$ cat src/rtl/dest_reg_pipe_if.sv
// Bundle between the ID stage and the register-address pipeline and hazard unit.
// The master side drives the ID-stage addresses and control; the slave side is the pipeline.
interface dest_reg_pipe_if #(
  parameter int unsigned AW = 5
);
  logic [AW-1:0] id_rd;
  logic [AW-1:0] id_rn;
  logic [AW-1:0] id_rm;
  logic          id_regwrite;
  logic          id_memread;
  logic          flush;
  logic          stall_req;
  logic [AW-1:0] ex_rd;
  logic [AW-1:0] mem_rd;
  logic          mem_regwrite;
  logic [AW-1:0] wb_rd;
  logic          wb_regwrite;
  logic [1:0]    fwd_a;
  logic [1:0]    fwd_b;

  modport master (
    output id_rd, id_rn, id_rm, id_regwrite, id_memread, flush,
    input  stall_req, ex_rd, mem_rd, mem_regwrite, wb_rd, wb_regwrite, fwd_a, fwd_b
  );

  modport slave (
    input  id_rd, id_rn, id_rm, id_regwrite, id_memread, flush,
    output stall_req, ex_rd, mem_rd, mem_regwrite, wb_rd, wb_regwrite, fwd_a, fwd_b
  );
endinterface

$ cat src/rtl/dest_reg_pipe.sv
// Destination-register pipeline ID->EX->MEM->WB with EX forwarding selects and load-use stall.
// Optional perf counters (stall_cnt, flush_cnt) are enabled by defining DEST_PIPE_PERF_EN.
module dest_reg_pipe #(
  parameter int unsigned AW       = 5,
  parameter int unsigned ZERO_REG = 31,
  parameter int unsigned CNT_W    = 32
) (
  input  logic             clk,
  input  logic             rst_n,
  dest_reg_pipe_if.slave   pipe
`ifdef DEST_PIPE_PERF_EN
  ,
  output logic [CNT_W-1:0] stall_cnt,
  output logic [CNT_W-1:0] flush_cnt
`endif
);

  localparam logic [AW-1:0] Zero = AW'(ZERO_REG);

  logic [AW-1:0] ex_rd_q, ex_rn_q, ex_rm_q, mem_rd_q, wb_rd_q;
  logic          ex_regwrite_q, ex_memread_q, mem_regwrite_q, wb_regwrite_q;
  logic          stall;

  always_comb begin
    stall = ex_memread_q && (ex_rd_q != Zero) &&
            ((pipe.id_rn == ex_rd_q) || (pipe.id_rm == ex_rd_q));
  end

  function automatic logic [1:0] fwd_sel(input logic [AW-1:0] src,
                                         input logic [AW-1:0] m_rd, input logic m_we,
                                         input logic [AW-1:0] w_rd, input logic w_we);
    logic [1:0] sel;
    sel = 2'b00;
    if (m_we && (m_rd == src) && (m_rd != Zero)) begin
      sel = 2'b10;
    end else if (w_we && (w_rd == src) && (w_rd != Zero)) begin
      sel = 2'b01;
    end
    return sel;
  endfunction

  always_comb begin
    pipe.stall_req    = stall;
    pipe.ex_rd        = ex_rd_q;
    pipe.mem_rd       = mem_rd_q;
    pipe.mem_regwrite = mem_regwrite_q;
    pipe.wb_rd        = wb_rd_q;
    pipe.wb_regwrite  = wb_regwrite_q;
    pipe.fwd_a        = fwd_sel(ex_rn_q, mem_rd_q, mem_regwrite_q, wb_rd_q, wb_regwrite_q);
    pipe.fwd_b        = fwd_sel(ex_rm_q, mem_rd_q, mem_regwrite_q, wb_rd_q, wb_regwrite_q);
  end

  // Flush and stall both turn the ID->EX transfer into a bubble; flush wins only in intent.
  always_ff @(posedge clk or negedge rst_n) begin
    if (!rst_n) begin
      ex_rd_q        <= Zero;
      ex_rn_q        <= Zero;
      ex_rm_q        <= Zero;
      ex_regwrite_q  <= 1'b0;
      ex_memread_q   <= 1'b0;
      mem_rd_q       <= Zero;
      mem_regwrite_q <= 1'b0;
      wb_rd_q        <= Zero;
      wb_regwrite_q  <= 1'b0;
    end else begin
      if (pipe.flush || stall) begin
        ex_rd_q       <= Zero;
        ex_rn_q       <= Zero;
        ex_rm_q       <= Zero;
        ex_regwrite_q <= 1'b0;
        ex_memread_q  <= 1'b0;
      end else begin
        ex_rd_q       <= pipe.id_rd;
        ex_rn_q       <= pipe.id_rn;
        ex_rm_q       <= pipe.id_rm;
        ex_regwrite_q <= pipe.id_regwrite;
        ex_memread_q  <= pipe.id_memread;
      end
      mem_rd_q       <= ex_rd_q;
      mem_regwrite_q <= ex_regwrite_q;
      wb_rd_q        <= mem_rd_q;
      wb_regwrite_q  <= mem_regwrite_q;
    end
  end

`ifdef DEST_PIPE_PERF_EN
  localparam logic [CNT_W-1:0] CntOne = {{(CNT_W-1){1'b0}}, 1'b1};

  // Saturating event counters.
  always_ff @(posedge clk or negedge rst_n) begin
    if (!rst_n) begin
      stall_cnt <= '0;
      flush_cnt <= '0;
    end else begin
      if (stall && (stall_cnt != '1)) begin
        stall_cnt <= stall_cnt + CntOne;
      end
      if (pipe.flush && (flush_cnt != '1)) begin
        flush_cnt <= flush_cnt + CntOne;
      end
    end
  end
`endif

endmodule
$ cat src/flat_wrapper.sv
// flat-port wrapper written by rule: the top's interface ports become plain ports
module dest_reg_pipe_flat 
#(
  parameter int unsigned AW       = 5,
  parameter int unsigned ZERO_REG = 31,
  parameter int unsigned CNT_W    = 32
)
  (clk, rst_n, pipe_id_rd, pipe_id_rn, pipe_id_rm, pipe_id_regwrite, pipe_id_memread, pipe_flush, pipe_stall_req, pipe_ex_rd, pipe_mem_rd, pipe_mem_regwrite, pipe_wb_rd, pipe_wb_regwrite, pipe_fwd_a, pipe_fwd_b);
  dest_reg_pipe_if #(.AW(AW)) pipe_i ();
  input  logic clk;
  input  logic rst_n;
  input wire logic [$bits(pipe_i.id_rd)-1:0] pipe_id_rd;
  input wire logic [$bits(pipe_i.id_rn)-1:0] pipe_id_rn;
  input wire logic [$bits(pipe_i.id_rm)-1:0] pipe_id_rm;
  input wire logic [$bits(pipe_i.id_regwrite)-1:0] pipe_id_regwrite;
  input wire logic [$bits(pipe_i.id_memread)-1:0] pipe_id_memread;
  input wire logic [$bits(pipe_i.flush)-1:0] pipe_flush;
  output wire logic [$bits(pipe_i.stall_req)-1:0] pipe_stall_req;
  output wire logic [$bits(pipe_i.ex_rd)-1:0] pipe_ex_rd;
  output wire logic [$bits(pipe_i.mem_rd)-1:0] pipe_mem_rd;
  output wire logic [$bits(pipe_i.mem_regwrite)-1:0] pipe_mem_regwrite;
  output wire logic [$bits(pipe_i.wb_rd)-1:0] pipe_wb_rd;
  output wire logic [$bits(pipe_i.wb_regwrite)-1:0] pipe_wb_regwrite;
  output wire logic [$bits(pipe_i.fwd_a)-1:0] pipe_fwd_a;
  output wire logic [$bits(pipe_i.fwd_b)-1:0] pipe_fwd_b;
  assign pipe_i.id_rd = pipe_id_rd;
  assign pipe_i.id_rn = pipe_id_rn;
  assign pipe_i.id_rm = pipe_id_rm;
  assign pipe_i.id_regwrite = pipe_id_regwrite;
  assign pipe_i.id_memread = pipe_id_memread;
  assign pipe_i.flush = pipe_flush;
  assign pipe_stall_req = pipe_i.stall_req;
  assign pipe_ex_rd = pipe_i.ex_rd;
  assign pipe_mem_rd = pipe_i.mem_rd;
  assign pipe_mem_regwrite = pipe_i.mem_regwrite;
  assign pipe_wb_rd = pipe_i.wb_rd;
  assign pipe_wb_regwrite = pipe_i.wb_regwrite;
  assign pipe_fwd_a = pipe_i.fwd_a;
  assign pipe_fwd_b = pipe_i.fwd_b;
  dest_reg_pipe #(.AW(AW), .ZERO_REG(ZERO_REG), .CNT_W(CNT_W)) u_core (.clk(clk), .rst_n(rst_n), .pipe(pipe_i));
endmodule
$ cat config.mk
export PLATFORM = sky130hd
export DESIGN_NAME = dest_reg_pipe_flat
export DESIGN_NICKNAME = d
export VERILOG_FILES = /design/src/rtl/dest_reg_pipe_if.sv /design/src/rtl/dest_reg_pipe.sv /design/src/flat_wrapper.sv
export SDC_FILE = /design/constraint.sdc
export NUM_CORES = 1
export LEC_CHECK = 0
export CORE_MARGIN = 10
export CORE_UTILIZATION = 40
export CTS_CLUSTER_DIAMETER = 200
export CTS_CLUSTER_SIZE = 14
export DETAILED_ROUTE_END_ITERATION = 6
export GPL_TIMING_DRIVEN = 0
export PLACE_DENSITY_LB_ADDON = 0.05
export SYNTH_ARGS = -nofsm -noshare
export SYNTH_HDL_FRONTEND = slang
export SYNTH_SLANG_ARGS = --single-unit
$ cat constraint.sdc
create_clock -name clk -period 1.5 [get_ports clk]
set_input_delay 0.3 -clock clk [delete_from_list [all_inputs] [get_ports clk]]
set_output_delay 0.3 -clock clk [all_outputs]
set_load 0.05 [all_outputs]
# After elaboration in Yosys (flattened, before gate mapping)
# Cells that the tools add are included.
dict set report classes {
  muxes 9
  eq_ne 9
  reduce_logical 12
}
# op n
set op_table {}
lappend op_table {{5-bit == test} 6}
lappend op_table {{5-bit two-way mux} 3}
lappend op_table {{5-bit != test (second input constant)} 3}
lappend op_table {{1-bit logical AND} 10}
lappend op_table {{1-bit two-way mux} 4}
lappend op_table {{2-bit two-way mux} 2}
lappend op_table {{1-bit logical OR} 2}
dict set report totals {
  wordCells 39
  register_bits 29
  inputBits 20
  out_inout_bits 22
}

# Logic depth before layout (Yosys ltp)
# Gate-level depths: netlist of run 1.
dict set report depth {
  depth_word 5
  ltp_mapped 5
  mapped_depth_nobuf 4
}

# Worst setup path before layout of run 1
# Ideal clock, no wire load.
dict set report synth_path {
  path_type {register to output}
  from {reg u_core.mem_rd_q[4] (netlist: u_core.pipe.mem_rd[4])}
  to {out pipe_fwd_b[0]}
  required_time_ns 1.200
  n_path_buf 0
  arrival_ns 3.103
  path_slack_ns -1.903
  stages_incl_launch_ff 5
  cell_sequence {dfstp_2 > xnor2_1 > nand3_1 > nor4_1 > nor4_2}
}
dict set report synth_via {
  elab_chain_len 4
  elab_cells_between_ends 5
  cone_classes {eq/ne (2); mux (1); reduce/logical (2)}
}
# element line_no
set synth_rtl {}
lappend synth_rtl {{start, declared} dest_reg_pipe.sv:20} ;# logic [AW-1:0] ex_rd_q, ex_rn_q, ex_rm_q, mem_rd_q, wb_rd_q;
lappend synth_rtl {{start signal, assigned} dest_reg_pipe.sv:61} ;# mem_rd_q <= Zero;
lappend synth_rtl {{start signal, assigned} dest_reg_pipe.sv:79} ;# mem_rd_q <= ex_rd_q;
lappend synth_rtl {{5-bit == test} dest_reg_pipe.sv:34} ;# if (m_we && (m_rd == src) && (m_rd != Zero)) begin
lappend synth_rtl {{1-bit logical AND} dest_reg_pipe.sv:34}
lappend synth_rtl {{1-bit logical AND (*)} dest_reg_pipe.sv:34}
lappend synth_rtl {{2-bit two-way mux (*)} dest_reg_pipe.sv:34}
lappend synth_rtl {{end, declared} flat_wrapper.sv:25} ;# output wire logic [$bits(pipe_i.fwd_b)-1:0] pipe_fwd_b;
# Every way passes the cells marked *; elsewhere a longest branch is shown, timed or not.

# Worst setup path in the final report of run 1
dict set report layout_path {
  from {reg u_core.ex_rd_q[0] (netlist: u_core.pipe.ex_rd[0])}
  to {out pipe_stall_req}
}
dict set report layout_via {
  elab_chain_len 3
  elab_cells_between_ends 6
  cone_classes {eq/ne (3); reduce/logical (3)}
}
# element line_no
set layout_rtl {}
lappend layout_rtl {{start, declared} dest_reg_pipe.sv:20}
lappend layout_rtl {{start signal, assigned} dest_reg_pipe.sv:56} ;# ex_rd_q <= Zero;
lappend layout_rtl {{start signal, assigned} dest_reg_pipe.sv:67} ;# ex_rd_q <= Zero;
lappend layout_rtl {{start signal, assigned} dest_reg_pipe.sv:73} ;# ex_rd_q <= pipe.id_rd;
lappend layout_rtl {{5-bit != test / 5-bit == test (equally long branches)} {dest_reg_pipe.sv:25, dest_reg_pipe.sv:26}}
lappend layout_rtl {{1-bit logical AND / 1-bit logical OR (equally long branches)} {dest_reg_pipe.sv:25, dest_reg_pipe.sv:26}}
lappend layout_rtl {{1-bit logical AND (*)} dest_reg_pipe.sv:25} ;# stall = ex_memread_q && (ex_rd_q != Zero) &&
lappend layout_rtl {{end, declared} flat_wrapper.sv:18} ;# output wire logic [$bits(pipe_i.stall_req)-1:0] pipe_stall_req;
# Marked as above.

==> impl_metrics.csv, run 1 <==
group,metric,value,unit
die,fp.dieH,79.0,um
routing,first_pass_iters,4,
clock_tree,clkLatencyLatePin,320,ps
yosys,synth-seq-cells,29,
layout,final_layout_size_suffix_gt1_frac,0.607,
clock_tree,ctsHoldBuffers,0,
setup_path,critPathMostFrequentCell,"buf_8",
layout,multiInputGateArea,791,um2
setup_path,cp_slowest_cell,"dfstp_4",
routing,vias_per_cell,4.75,
timing,grt_setup_unrepaired,"true",
setup_path,path_cells,"xor2_2 > nor3_2 > a22oi_4 > buf_8 > nor2_4 > buf_8",
global_routing,grt_max_degree,30,
global_routing,grt_pass1_vias,1237,
layout,syn_to_final_growth,66.1,%
clock_tree,clockBufferDepth,2,
setup_path,critPathLaunchType,"flip-flop",
global_routing,grt_pass1_wl,5740,um
timing,fmax,463,MHz
yosys,ys.flop_type,"dfstp_2",
routing,ant_nets,0,
clock_tree,clk_pin_slew,90,ps
setup_path,r2r_start,"u_core.pipe.ex_rd[0]$_DFF_PN1_",
timing,clock_skew,6.42,ps
global_routing,gr-total-overflow,0,
setup_path,cp_top_family,"flip-flops",
setup_path,cp_num_buf_inv,2,
run_status,outcome,"finished with violations",
worst_hold_path,hp-class,"input pin to asynchronous set/reset pin",
setup_path,slowest_delay,670,ps
layout,layout.area.seq,792,um2
timing,setup_ws,-658,ps
setup_path,cp.required,1200,ps
power,power_leakage,0.941,nW
yosys,async_flop_share,1.00,
routing,first_iter_violations,49,
run,drv_cap,0,
setup_path,worstPathMaxFanout,4,
timing,timing.final.crit_share,1.44,
yosys,syn_area_per_cell,11.7,um2
layout,fin_nets,202,
clock_tree,h-tree-depth,2,
timing,drv_slew,0,
clock_tree,root_buffer,"clkbuf_4",
timing,setup_viol,26,
layout,diodes,0,
yosys,synth_cell_type_count,20,
timing,maxSlewHeadroom,0.607,
setup_path,worstReg2RegEnd,"u_core.ex_regwrite_q$_DFF_PN0_",
die,pin_count,42,
timing,worst_pin_slew,590,ps
setup_path,critPathArrivalTime,1860,ps
routing,drc,0,
power,power_density,817,mW/mm2
timing,min_period,2160,ps
place,port_buffers,40,
yosys,syn_nets,139,
die,die_x,79.0,um
die,initial_core_util,0.414,
yosys,seq_area_frac_synth,0.544,
global_routing,antenna_found_initial,0,
die,die_area,0.00624,mm2
global_routing,grt_usage,0.115,
run_status,violations,"negative hold slack, negative setup slack",
die,core,0.00336,mm2
routing,wl_per_cell,15.7,um
place,hpwl,2530,um
timing,finalHoldViolations,4,
yosys,syn_inst,119,
power,power.total,1.89,mW
yosys,ys_warn_count,0,
yosys,synth_enable_flop_cells,0,
setup_path,reg2reg_depth,8,
power,ir_worst_vdd,457,uV
die,rows,21,
routing,vias,1087,
routing,routed_wl,3600,um
layout,fillers,271,
timing,holdWs,-25.4,ps
clock_tree,tritoncts,"yes",
clock_tree,cts_buffers,5,
place,gp_congestion,0.809,
clock_tree,clock_sinks,29,
yosys,netlist_area,0.00139,mm2
setup_path,crit_path_end_kind,"output port",
setup_path,r2r_slack,-430,ps
setup_path,path_class,"flip-flop to output port",
[stage by stage]
step	cells	util	setup slack, ps	setup TNS [ps]	cell area [um2]
final	229	0.688	-658	-6860	2310
after global placement	205	0.581	-1160	-11980	1950
after global routing	229	0.688	-746	-8560	2310
after detailed placement	205	0.581	-1150	-13290	1950
after floorplan	119	-	-814	-2960	1500
after CTS	218	0.644	-694	-4150	2160
[state kept, by name, indices dropped and copies added (netlist names)]
register                  cells
u_core.ex_rm_q                5
u_core.ex_rn_q                5
u_core.pipe.ex_rd             5
u_core.pipe.mem_rd            5
u_core.pipe.wb_rd             5
u_core.ex_memread_q           1
u_core.ex_regwrite_q          1
u_core.pipe.mem_regwrite      1
u_core.pipe.wb_regwrite       1
[cell type report]
cell class / instances / share of cell area
buffer: 4 / 0.0157
clock buffer: 6 / 0.0178
clock inverter: 2 / 0.00433
inverter: 1 / 0.00162
multi-input combinational: 85 / 0.342
sequential: 29 / 0.342
tap: 46 / 0.0249
timing repair buffer: 56 / 0.251
[cells in the mapped netlist (2+ instances only)]
library cell | count | share of area
nor4_1 | 2 | 0.0090
nor3_2 | 2 | 0.014
o211a_1 | 2 | 0.014
nand3_1 | 5 | 0.018
dfstp_2 | 25 | 0.47
or4_1 | 2 | 0.011
clkbuf_1 | 2 | 0.0054
nor2_1 | 18 | 0.049
dfrtp_1 | 4 | 0.072
xor2_1 | 24 | 0.15
nor4_2 | 2 | 0.018
o21ai_0 | 7 | 0.025
nand2_1 | 3 | 0.0081
xnor2_1 | 6 | 0.038
o21ai_2 | 10 | 0.063
[power by group]
| part | internal, mW | switching [mW] |
|---|---|---|
| combinational | 0.236 | 0.285 |
| sequential | 0.864 | 0.0655 |
| clock | 0.178 | 0.260 |
[worst max path at each step]
stage	cells after the start	from	endpoint
6_report	6	u_core.pipe.ex_rd[0]$_DFF_PN1_	pipe_stall_req
3_5_place_dp	7	pipe_id_rm[4]	pipe_stall_req
5_1_grt	5	u_core.pipe.mem_rd[3]$_DFF_PN1_	pipe_fwd_a[0]
3_3_place_gp	7	pipe_id_rm[4]	pipe_stall_req
2_1_floorplan	3	u_core.pipe.wb_rd[4]$_DFF_PN1_	pipe_fwd_a[0]
4_1_cts	5	u_core.pipe.mem_rd[1]$_DFF_PN1_	pipe_fwd_a[0]
[kinds of logic (layout without fill, tap and decap cells)]
| kind of cell | Yosys count | in the layout | synth area share |
|---|---|---|---|
| xor gates and xnor gates | 30 | 30 | 0.189 |
| DFF | 29 | 29 | 0.544 |
| AOI/OAI and AO/OA | 21 | 21 | 0.121 |
| buffers and inverters | 5 | 69 | 0.0198 |
| and+or+nand+nor | 34 | 34 | 0.127 |
[layer usage]
layer / vias to the layer above / track usage / wire [um]
met5: - / 0 / 0
met4: 0 / 0.0323 / 7
met3: 2 / 0.0608 / 280
met2: 32 / 0.202 / 1930
met1: 529 / 0.115 / 1380
li1: 524 / - / -
[worst reg2reg max path: stages (launching register included)]
cell,delay (ps)
dfstp_4,670
xor2_2,80
nor3_2,270
a22oi_4,130
buf_6,130
buf_6,100
buf_6,100
buf_8,130
o211a_1,200
[timing repair]
action / in CTS / in global routing
setup endpoints to repair: 31 / 30
gates resized for setup: 163 / 22
setup buffers: 5 / 12
pin swaps: 14 / 9
[cell usage in the layout, fill, tap and decap left out, types with 2 or more instances in the layout]
master and instances:
xor2_1 22, dfstp_4 9, buf_4 13, nand3_1 2, o21ai_2 14, dfrtp_1 3
nand3_2 2, clkbuf_4 6, clkbuf_1 3, nor4_4 4, xnor2_2 6, or4_4 2
dfstp_2 16, o21ai_1 2, clkdlybuf4s50_1 17, o211a_1 2, nand2_1 3, clkinv_2 2
clkdlybuf4s15_2 2, o21ai_4 2, nor3_2 2, nor2_1 17, xor2_2 2, buf_6 15
buf_8 7
Power figures use the tool's default switching activity.
==> run 2, diff against run 1 <==
- TNS_END_PERCENT: not set -> 50
==> impl_metrics.csv, run 2 (synthesis gave the netlist of run 1 again) <==
group,metric,value,unit
setup_path,cp.required,1200,ps
power,clkPwrFrac,0.277,
timing,maxSlewHeadroom,0.204,
clock_tree,ctsHoldBuffers,0,
setup_path,path_cells,"nand3_4 > o21ai_4 > nor4_4 > nor4_4 > buf_6",
setup_path,worstPathMaxFanout,5,
timing,drv_slew,0,
layout,diodes,0,
clock_tree,clockBufferDepth,2,
clock_tree,clkLatencyLatePin,330,ps
die,initial_core_util,0.414,
timing,min_period,2180,ps
clock_tree,clk_pin_slew,90,ps
layout,syn_to_final_growth,62.4,%
timing,grt_setup_unrepaired,"true",
power,swShare,0.315,
power,ir_worst_vdd,481,uV
run,drv_cap,0,
timing,fmax,459,MHz
global_routing,grt_max_degree,30,
timing,setup_viol,24,
timing,setup_ws,-679,ps
power,power.total,1.97,mW
power,p_comb_frac,0.251,
die,die_area,0.00624,mm2
setup_path,crit_path_end_kind,"output port",
die,core,0.00336,mm2
routing,drc,0,
routing,vias_per_cell,4.82,
die,rows,21,
run_status,violations,"negative setup slack",
power,internal-power,1.35,mW
setup_path,critPathArrivalTime,1880,ps
place,gp_congestion,0.817,
setup_path,critPathLaunchType,"flip-flop",
routing,routed_wl,3640,um
layout,final_common_cell,"xor2_1",
timing,timing.final.crit_share,1.45,
worst_hold_path,hp-class,"input pin to asynchronous set/reset pin",
die,die_x,79.0,um
routing,vias,1065,
global_routing,grt_usage,0.120,
place,hpwl,2650,um
layout,final_layout_size_suffix_gt1_frac,0.554,
timing,clock_skew,9.11,ps
place,port_buffers,40,
global_routing,gr-total-overflow,0,
timing,finalHoldViolations,0,
global_routing,grt_pass1_wl,5820,um
setup_path,path_class,"flip-flop to output port",
global_routing,grt_pass1_vias,1201,
routing,ant_nets,0,
setup_path,cp_slowest_cell,"dfstp_4",
clock_tree,tritoncts,"yes",
run_status,outcome,"finished with violations",
power,switchingPower,0.619,mW
routing,first_iter_violations,41,
layout,final_cell_mix,"20 x xor2_1, 17 x nor2_1, 17 x clkdlybuf4s50_1",
routing,wl_per_cell,16.5,um
setup_path,cp_num_buf_inv,1,
clock_tree,root_buffer,"clkbuf_4",
die,fp.dieH,79.0,um
clock_tree,h-tree-depth,2,
timing,worst_pin_slew,1190,ps
setup_path,cp_top_family,"flip-flops",
clock_tree,cts_buffers,5,
power,p_seq_frac,0.472,
power,power_leakage,0.896,nW
global_routing,antenna_found_initial,0,
layout,fin_nets,194,
setup_path,slowest_delay,670,ps
power,power_density,870,mW/mm2
clock_tree,clock_sinks,29,
layout,fillers,269,
setup_path,critPathMostFrequentCell,"nor4_4",
timing,tns,-6450,ps
routing,first_pass_iters,4,
die,pin_count,42,
run 2: cell types whose count changed in the layout (fill, tap and decap cells not counted), sizes merged:
cell | previous run | this run
buf | 37 | 26
clkbuf | 10 | 11
clkinv | 2 | 1
dlygate4sd2 | 0 | 2
dlymetal6s2s | 0 | 1
run 2: final cells by class:
class                   count  area, um2  area share
clock inverters             1       5.00     0.00221
repair buffers             48        532       0.235
clock buffers               7       65.1      0.0288
plain buffers               4       36.3      0.0160
inverters                   1       3.75     0.00166
multi-input cells          85        769       0.340
well taps                  46       57.6      0.0255
flip-flops and latches     29        792       0.350
run 2: power by group through the flow:
stage | clock network, mW | logic (mW) | registers (mW)
2_1_floorplan | 0 | 0.183 | 1.01
3_3_place_gp | 0 | 0.417 | 0.930
3_5_place_dp | 0 | 0.425 | 0.931
4_1_cts | 0.559 | 0.465 | 0.925
5_1_grt | 0.597 | 0.523 | 0.938
6_report | 0.545 | 0.494 | 0.928
run 2: worst paths after layout:
| kind | slack, ps | depth (start not counted) | end | startpoint |
|---|---|---|---|---|
| hold / removal | 200 | 1 | u_core.ex_regwrite_q$_DFF_PN0_ | rst_n |
| hold reg to reg | 370 | 0 | u_core.pipe.mem_regwrite$_DFF_PN0_ | u_core.ex_regwrite_q$_DFF_PN0_ |
| setup reg to reg | -330 | 7 | u_core.ex_memread_q$_DFF_PN0_ | u_core.pipe.ex_rd[4]$_DFF_PN1_ |
| max in group asynchronous | 510 | 1 | u_core.pipe.mem_regwrite$_DFF_PN0_ | rst_n |
| min in group clk | 340 | 3 | u_core.pipe.ex_rd[3]$_DFF_PN1_ | pipe_flush |
| setup / recovery | -680 | 5 | pipe_fwd_b[0] | u_core.pipe.mem_rd[2]$_DFF_PN1_ |
run 2: through the flow:
step | hold WS, ps | util | std cells | cell area, um2 | setup slack [ps]
detailed placement | 352 | 0.581 | 205 | 1950 | -1170
CTS | 315 | 0.641 | 219 | 2150 | -691
floorplan | 4.41 | - | 119 | 1500 | -814
global placement | 332 | 0.581 | 205 | 1950 | -1160
finish | 204 | 0.672 | 221 | 2260 | -679
global route | 311 | 0.672 | 221 | 2260 | -757
run 2: what timing repair did:
item,CTS,global route
pin swaps,15,7
resized for setup,150,21
setup endpoints to repair,34,36
setup buffers,6,2
run 2: layer usage:
| metal | GRT usage | wire (um) | part of all wire |
|---|---|---|---|
| met3 | 0.0676 | 324 | 0.089 |
| met4 | 0.0538 | 71 | 0.019 |
| met2 | 0.203 | 1920 | 0.53 |
| met5 | 0 | 0 | 0 |
| met1 | 0.118 | 1330 | 0.37 |
==> run 3, diff against run 2 <==
- clock period: 1.5 -> 2.55 ns (I/O delays scaled with it)
==> impl_metrics.csv, run 3 (synthesis gave the netlist of run 1 again) <==
group,metric,value,unit
layout,final_area,0.00199,mm2
power,swShare,0.307,
setup_path,r2r_slack,990,ps
clock_tree,clock_sinks,29,
die,pin_count,42,
setup_path,cp.required,2040,ps
layout,final_cell_mix,"35 x clkdlybuf4s50_1, 25 x dfstp_2, 24 x xor2_1",
routing,ant_nets,0,
die,die_x,79.0,um
worst_hold_path,hp-class,"flip-flop to flip-flop",
timing,tns,0,ps
setup_path,worstReg2RegEnd,"u_core.ex_memread_q$_DFF_PN0_",
routing,routed_wl,3280,um
power,p_seq_frac,0.487,
setup_path,r2r_start,"u_core.pipe.ex_rd[4]$_DFF_PN1_",
global_routing,gr-total-overflow,0,
timing,setup_viol,0,
timing,drv_slew,0,
layout,diodes,0,
die,fp.dieH,79.0,um
timing,maxSlewHeadroom,0.189,
layout,fin_nets,187,
global_routing,grt_usage,0.109,
power,switchingPower,0.338,mW
setup_path,crit_path_end_kind,"output port",
power,power_leakage,0.782,nW
setup_path,slowest_delay,430,ps
layout,layout.area.seq,757,um2
clock_tree,h-tree-depth,2,
power,ir_worst_vdd,299,uV
timing,holdWs,376,ps
routing,first_pass_iters,2,
setup_path,reg2reg_depth,5,
routing,vias_per_cell,4.81,
clock_tree,root_buffer,"clkbuf_4",
die,die_area,0.00624,mm2
clock_tree,clk_pin_slew,90,ps
die,initial_core_util,0.414,
setup_path,critPathMostFrequentCell,"buf_6",
clock_tree,tritoncts,"yes",
setup_path,path_class,"input pin to output port",
place,placed_cells,205,
setup_path,critPathArrivalTime,1950,ps
power,internal-power,0.763,mW
routing,wl_per_cell,15.3,um
power,p_comb_frac,0.223,
place,place_area,0.00190,mm2
run_status,outcome,"finished clean",
timing,worst_pin_slew,1210,ps
timing,min_period,2460,ps
global_routing,grt_max_degree,30,
die,core,0.00336,mm2
setup_path,path_cells,"clkdlybuf4s50_1 > xor2_1 > nor3_2 > a22oi_4 > buf_6 > nor2_2 > buf_6",
worst_hold_path,hp-start,"u_core.ex_regwrite_q$_DFF_PN0_",
clock_tree,clockBufferDepth,2,
place,port_buffers,40,
worst_hold_path,min_path_cells,0,
timing,setup_ws,92.4,ps
routing,vias,1029,
routing,drc,0,
layout,multiInputGateArea,669,um2
global_routing,grt_pass1_wl,5310,um
die,rows,21,
clock_tree,cts_buffers,5,
layout,fin_util,0.590,
setup_path,cp_slowest_cell,"clkdlybuf4s50_1",
timing,finalHoldViolations,0,
place,hpwl,2590,um
power,power_density,554,mW/mm2
place,place_ws,-575,ps
global_routing,antenna_found_initial,0,
layout,fillers,323,
setup_path,worstPathMaxFanout,10,
layout,finalNonFillerCells,214,
timing,fmax,407,MHz
power,power.total,1.10,mW
layout,syn_to_final_growth,42.6,%
routing,first_iter_violations,11,
timing,timing.final.crit_share,0.964,
place,gp_congestion,0.826,
layout,final_common_cell,"clkdlybuf4s50_1",
clock_tree,clkLatencyLatePin,330,ps
run,drv_cap,0,
timing,clock_skew,4.92,ps
layout,final_layout_size_suffix_gt1_frac,0.369,
worst_hold_path,hold-path-endpoint,"u_core.pipe.mem_regwrite$_DFF_PN0_",
power,clkPwrFrac,0.290,
global_routing,grt_pass1_vias,1173,
setup_path,critPathLaunchType,"input pin",
run 3: changes by cell type in the layout (fill, tap and decap cells not counted), moves of 6 or more:
| cell | before | now |
|---|---|---|
| dfstp_2 | 16 | 25 |
| buf_6 | 11 | 4 |
| o21ai_0 | 0 | 6 |
| buf_8 | 9 | 0 |
| clkdlybuf4s50_1 | 17 | 35 |
| dfstp_4 | 9 | 0 |
run 3: layer usage:
metal / GRT usage / part of all wire
met5: 0 / 0
met4: 0.0538 / 0.018
met3: 0.0619 / 0.11
met2: 0.189 / 0.49
met1: 0.100 / 0.39
run 3: power groups by stage:
stage	logic [mW]	registers (mW)	clock network, mW
2_1_floorplan	0.104	0.590	0
3_3_place_gp	0.241	0.543	0
3_5_place_dp	0.245	0.544	0
4_1_cts	0.247	0.537	0.334
5_1_grt	0.264	0.540	0.357
6_report	0.246	0.536	0.319
run 3: worst max-delay path, delay by kind of cell:
family                 cells  cell delay [ps]
AO/OA/AOI/OAI              1              130
XOR/XNOR                   1              160
buffers and inverters      3              760
AND/OR/NAND/NOR            2              370
run 3: cell type report:
cell class	count	share of cell area
Timing Repair Buffer	41	0.202
Sequential cell	29	0.381
Clock buffer	7	0.0328
Buffer	4	0.0132
Tap cell	46	0.0290
Multi-Input combinational cell	85	0.337
Inverter	1	0.00189
Clock inverter	1	0.00252
run 3: worst max path at each step:
stage                                               from             end  slack, ps  cells after the start
after floorplan           u_core.pipe.wb_rd[4]$_DFF_PN1_   pipe_fwd_b[0]       -0.2                      3
after detailed placement                   pipe_id_rm[3]  pipe_stall_req       -570                      7
final                                      pipe_id_rm[4]  pipe_stall_req         90                      7
after global routing                       pipe_id_rm[4]  pipe_stall_req         -4                      7
after CTS                 u_core.pipe.wb_rd[4]$_DFF_PN1_   pipe_fwd_a[0]          5                      4
after global placement                     pipe_id_rn[0]  pipe_stall_req       -580                      7
run 3: what timing repair did:
item	in CTS	in global routing
resized for setup	27	9
endpoints found under the setup margin	5	5
hold buffers	0	0
buffers inserted	0	1
pin swaps	0	4
